**src/rtl/io_bus_arbiter.sv**
```systemverilog
// Round-robin arbiter sharing the memory_io port among NUM_REQ requesters.
// Tracks in-flight reads through the fixed memory_io pipeline and steers read data back to the issuer.
module io_bus_arbiter #(
  parameter int unsigned NUM_REQ    = 2,
  parameter int unsigned IO_LATENCY = 2
) (
  input  logic                  main_clk,
  input  logic                  reset,
  input  logic [NUM_REQ-1:0]    req_valid,
  output logic [NUM_REQ-1:0]    req_ready,
  input  logic [NUM_REQ-1:0]    req_write,
  input  logic [NUM_REQ-1:0]    req_byte,
  input  logic [NUM_REQ*32-1:0] req_addr,
  input  logic [NUM_REQ*16-1:0] req_wdata,
  output logic [NUM_REQ-1:0]    rsp_valid,
  output logic [15:0]           rsp_data,
  output logic [31:0]           address_out_io,
  output logic [15:0]           data_in_io,
  output logic [1:0]            control_out_io,
  input  logic [15:0]           data_out_io
);

  localparam int unsigned ID_W = (NUM_REQ > 1) ? $clog2(NUM_REQ) : 1;
  localparam int unsigned TAGS = IO_LATENCY + 1;

  logic [ID_W-1:0] ptr;
  logic [ID_W-1:0] gnt_id;
  logic            found;
  logic            grant;
  logic [31:0]     sel_addr;
  logic [15:0]     sel_wdata;
  logic            sel_write;
  logic            sel_byte;

  logic [TAGS-1:0] tag_v;
  logic [ID_W-1:0] tag_id [TAGS];

  // Winner search: the lowest valid index at or above ptr overrides any wrapped (below ptr) candidate.
  always_comb begin
    found  = 1'b0;
    gnt_id = '0;
    for (int k = NUM_REQ - 1; k >= 0; k--) begin
      if (req_valid[k] && (ID_W'(k) < ptr)) begin
        found  = 1'b1;
        gnt_id = ID_W'(k);
      end
    end
    for (int k = NUM_REQ - 1; k >= 0; k--) begin
      if (req_valid[k] && (ID_W'(k) >= ptr)) begin
        found  = 1'b1;
        gnt_id = ID_W'(k);
      end
    end
  end

  assign grant = found & ~reset;

  // Winner payload mux and one-hot accept.
  always_comb begin
    sel_addr  = '0;
    sel_wdata = '0;
    sel_write = 1'b0;
    sel_byte  = 1'b0;
    req_ready = '0;
    for (int k = 0; k < NUM_REQ; k++) begin
      if (gnt_id == ID_W'(k)) begin
        sel_addr  = req_addr[32*k +: 32];
        sel_wdata = req_wdata[16*k +: 16];
        sel_write = req_write[k];
        sel_byte  = req_byte[k];
        req_ready[k] = grant;
      end
    end
  end

  always_ff @(posedge main_clk or posedge reset) begin
    if (reset) begin
      ptr            <= '0;
      address_out_io <= '0;
      data_in_io     <= '0;
      control_out_io <= 2'b00;
      rsp_valid      <= '0;
      rsp_data       <= '0;
      tag_v          <= '0;
      for (int i = 0; i < TAGS; i++) tag_id[i] <= '0;
    end else begin
      control_out_io <= grant ? {sel_write, sel_byte} : 2'b00;
      if (grant) begin
        address_out_io <= sel_addr;
        data_in_io     <= sel_wdata;
        ptr            <= (gnt_id == ID_W'(NUM_REQ - 1)) ? '0 : gnt_id + ID_W'(1);
      end

      // Tag i describes the access that left the arbiter i+1 cycles ago.
      tag_v     <= {tag_v[TAGS-2:0], grant & ~sel_write};
      tag_id[0] <= gnt_id;
      for (int i = 1; i < TAGS; i++) tag_id[i] <= tag_id[i-1];

      rsp_valid <= '0;
      if (tag_v[TAGS-1]) begin
        rsp_valid[tag_id[TAGS-1]] <= 1'b1;
        rsp_data                  <= data_out_io;
      end
    end
  end

endmodule

```
**config.mk**
```make
export PLATFORM = sky130hd
export DESIGN_NAME = io_bus_arbiter
export DESIGN_NICKNAME = d
export VERILOG_FILES = /design/src/rtl/io_bus_arbiter.sv
export SDC_FILE = /design/constraint.sdc
export NUM_CORES = 1
export LEC_CHECK = 0
export ABC_AREA = 1
export CAP_MARGIN = 5
export CORE_MARGIN = 5
export CORE_UTILIZATION = 25
export CTS_BUF_LIST = sky130_fd_sc_hd__clkbuf_4 sky130_fd_sc_hd__clkbuf_8 sky130_fd_sc_hd__clkbuf_16
export DETAILED_ROUTE_END_ITERATION = 10
export GPL_ROUTABILITY_DRIVEN = 0
export PLACE_DENSITY_LB_ADDON = 0.2
export SLEW_MARGIN = 20
export SYNTH_ARGS = -nofsm -noshare
export SYNTH_HDL_FRONTEND = slang
export SYNTH_SLANG_ARGS = --single-unit
```
**constraint.sdc**
```tcl
create_clock -name main_clk -period 2.14 [get_ports main_clk]
set_clock_uncertainty 0.05 [all_clocks]
set_input_delay 0.642 -clock main_clk [delete_from_list [all_inputs] [get_ports main_clk]]
set_output_delay 0.642 -clock main_clk [all_outputs]
set_load 0.05 [all_outputs]
```
# After elaboration in Yosys (flattened, before gate mapping)
# Cells that the tools add are included.
# word_totals
elab_cells	44
out_inout_bits	70
ff_bits	75
# classes
order_cmp	6
bitwise_logic	4
addsub	1
n_mux	18
n_reduce_logical	5
# ops
op	n
$mux W32	1
$mux W16	1
$mux W1	13
$logic_and A1 B1 Y1	5
$mux W2	2
$and A1 B1 Y1	2
$ge A1 B1 Y1 const A	2
$lt A1 B1 Y1 const A	2
$lt A1 B2 Y1 const B	1
$not A1 Y1	2
$add A1 B1 Y1 const B	1
$demux W1 S1	1
$ge A1 B1 Y1 const B	1

# Depth between registers and ports, before layout
# depth
word_depth	9
depth_mapped	6
mapped_depth_nobuf	6

# Worst setup path after synthesis
# OpenSTA, ideal clock, no wires.
# synth_path
path_type	input to output
from	input req_valid[1]
to	output req_ready[1]
arrival_time_ps	1537
n_path_buf	1
path_slack_ps	-89
path_stages	3
path_cell_list	buf_4 -> nand2_2 -> nor2_1
# synth_via
elab_chain_cells	7
elab_cells_between_ends	11
cone_classes	mux: 8; bitwise: 1; reduce/logical: 2
# synth_lines
item	line_no	text
from (decl)	9	input logic [NUM_REQ-1:0] req_valid,
$logic_and A1 B1 Y1	43	if (req_valid[k] && (ID_W'(k) < ptr)) begin
$mux W1 (2 in a row)	43	
$mux W1 (2 in a row)	49	if (req_valid[k] && (ID_W'(k) >= ptr)) begin
$and A1 B1 Y1	56	assign grant = found & ~reset;
$mux W1 *	66	if (gnt_id == ID_W'(k)) begin
to (decl)	10	output logic [NUM_REQ-1:0] req_ready,
# Mark *: on every way between the ends. The rest lies on a longest branch, timed or not.

# Worst setup path after layout
# layout_path
from	input reset
to	output req_ready[0]
# layout_via
elab_chain_cells	3
# layout_lines
item	line_no	text
from (decl)	8	input logic reset,
$not A1 Y1	56	
$and A1 B1 Y1	56	
$mux W1	66	
# Every way passes these cells.

==> results.cfg <==
[run_status]
status = finished clean

[worst_setup_path]
crit_arrival_ps = 1400
start_kind = primary input
r2r_slack_ps = 720
rr_startpoint = ptr$_DFFE_PP0P_
worst_setup_path_end_kind = primary output
cp_slowest_cell = dlygate4sd2_1
worst-path-max-fanout = 3
max_stage_delay_ps = 310
crit_buf_inv = 3
worst-r2r-cell-count = 6
reg2reg_to = tag_v[0]$_DFF_PP0_
cp_top_family = buffers and inverters
cp_data_required_time_ps = 1450
setup.worst_path.class = in -> out
worstPathCellList = dlygate4sd2_1 -> nor2_4 -> nand2_1 -> inv_1 -> buf_12

[routing]
routedWlPerCell_um = 16.3
drtIter0Drc = 208
drc = 0
drt_first_pass_iters = 4
vias = 3469
drt-total-wl_um = 12000
ant_nets = 0
viasPerCell = 4.70

[timing]
fin_tns_setup_ps = 0
setup_viol = 0
fin_crit_sh_pct = 97.7
fmax_mhz = 478
max_slew_margin_pct = 61.2
worst_hold_slack_ps = 299
rsz0062_at_grt = no
setup_slack_ps = 49.4
worst_slew_pin_slew_ps = 583
period_needed_ps = 2090
slew_violations = 0
hold_violations = 0

[power]
max-vdd-ir-drop_uv = 333
combPwrFrac_pct = 32.9
switching_share_pct = 35.3
clock_power_share_pct = 34.8
powerDensity_nw_per_um2 = 964
p_switching_mw = 1.92
p_total_mw = 5.43
leakage_nw = 2.62
internal_power_mw = 3.52
power_frac_seq_pct = 32.3

[grt]
antenna_found_initial = 0
grt_usage_pct = 15.3
grt_pass1_wl_um = 19400
overflow = 0
grt_start_max_net_pins = 51
grt_pass1_vias = 3649

[clocking]
cts_tree = yes
cts-root-buf = clkbuf_16
clk_pin_slew_ps = 60
cts.sinks = 75
cts_max_path_buffers = 2
insertion_delay_ps = 330
cts_buffers = 9
htree_levels = 3

[logic_synthesis]
post-synth-top-count-cell = nand2_1
syn_nets = 493
ys_seq_elements = 75
syn_inst = 373
synthTopCellsByArea = dfrtp_1, nand3_1, nand2_1
synthFlopType = dfrtp_1
synth-warning-count = 0
yosysSeqAreaShare_pct = 56.8
synth_top_area_share_pct = 56.8
synth_common_cells = nand2_1, nand3_1, dfrtp_1
synth_edf_count = 0
yosys.area.top_type = dfrtp_1
ys_types = 17
syn_area_um2 = 3310
async_reset_ff_share_pct = 100
syn_area_per_cell_um2 = 8.87

[min_path]
min_to = tag_v[1]$_DFF_PP0_
min_path_type = reg -> reg
whs_path_depth = 0
min_from = tag_v[0]$_DFF_PP0_

[layout]
multiInputGateArea_um2 = 1240
seq_area_um2 = 1880
fill_cells = 1290
layout-drive-gt1-share_pct = 20.0
instances_no_fill = 738
nets = 676
syn_to_final_growth_pct = 70.4

[placement]
portBuffers = 189
post-place-ws_ps = -263
dpl.hpwl_um = 8420
placed_cells = 721

[die]
dieHeight_um = 125
io_pins = 190
rows = 42
die_w_um = 125
core_area_um2 = 13100
die-area_um2 = 15600
start_util_pct = 25.3

[job]
cap_viol_max_count = 0
-- cells by family after synthesis --
logic type,Yosys count,share of synthesized area (%)
and+or+nand+nor,255,36.5
DFF,75,56.8
buffers and inverters,40,6.17
AOI/OAI and AO/OA,3,0.567
-- power by group through the flow --
| stage | Sequential [mW] | Clock, mW | Combinational, mW |
|---|---|---|---|
| 2_1_floorplan | 2.48 | 0 | 0.367 |
| 3_3_place_gp | 1.77 | 0 | 1.80 |
| 3_5_place_dp | 1.77 | 0 | 1.81 |
| 4_1_cts | 1.75 | 1.95 | 1.81 |
| 5_1_grt | 1.78 | 2.02 | 1.89 |
| 6_report | 1.75 | 1.89 | 1.79 |
-- registers in the layout, indices dropped and copies added (netlist names) --
| register | count |
|---|---|
| rsp_data | 16 |
| control_out_io | 2 |
| rsp_valid | 2 |
| address_out_io | 32 |
| tag_v | 3 |
| tag_id | 3 |
| data_in_io | 16 |
| ptr | 1 |
-- worst max-delay path by stage --
stage / from / end / slack [ps] / cells past startpoint
floorplan: req_valid[1] / req_ready[0] / 80 / 5
global placement: req_valid[0] / req_ready[0] / -230 / 6
detailed placement: req_valid[0] / req_ready[0] / -260 / 6
CTS: req_valid[0] / req_ready[0] / 30 / 6
global route: reset / req_ready[0] / 10 / 5
finish: reset / req_ready[0] / 50 / 5
-- timing repair --
item	4_1_cts	5_1_grt
hold buffers	0	0
setup endpoints to repair	2	2
pin swaps	1	0
resized for setup	4	1
buffers inserted	0	0
-- through the flow --
step / utilization, % / instance area [um^2]
final: 43.1 / 5640
after global routing: 43.0 / 5630
after CTS: 43.1 / 5640
after detailed placement: 40.2 / 5270
after global placement: 40.2 / 5270
after floorplan: - / 3310
-- final cells by class --
type / instances / area share (%)
timing repair buffer: 206 / 33.6
clock inverter: 7 / 2.60
inverter: 6 / 0.444
antenna: 1 / 0.0444
sequential: 75 / 33.3
tap: 176 / 3.91
clock buffer: 9 / 4.00
multi-input combinational: 258 / 22.1
-- layer usage --
metal | track usage [%] | vias up | wire length [um]
met5 | 0 | - | 0
met4 | 6.63 | 0 | 231
met3 | 4.73 | 15 | 945
met2 | 24.6 | 153 | 5660
met1 | 19.0 | 1644 | 5160
li1 | - | 1657 | -
-- layout by cell type (no fill, tap or decap), drive strengths merged, types with 2 or more instances in the layout --
cell           count
o21ai              2
dfrtp             75
inv                8
nor2               5
buf               88
bufinv             4
nand2            104
clkbuf            10
clkdlybuf4s50    116
nand3             98
nand4             48
(Power assumes the default switching activity.)
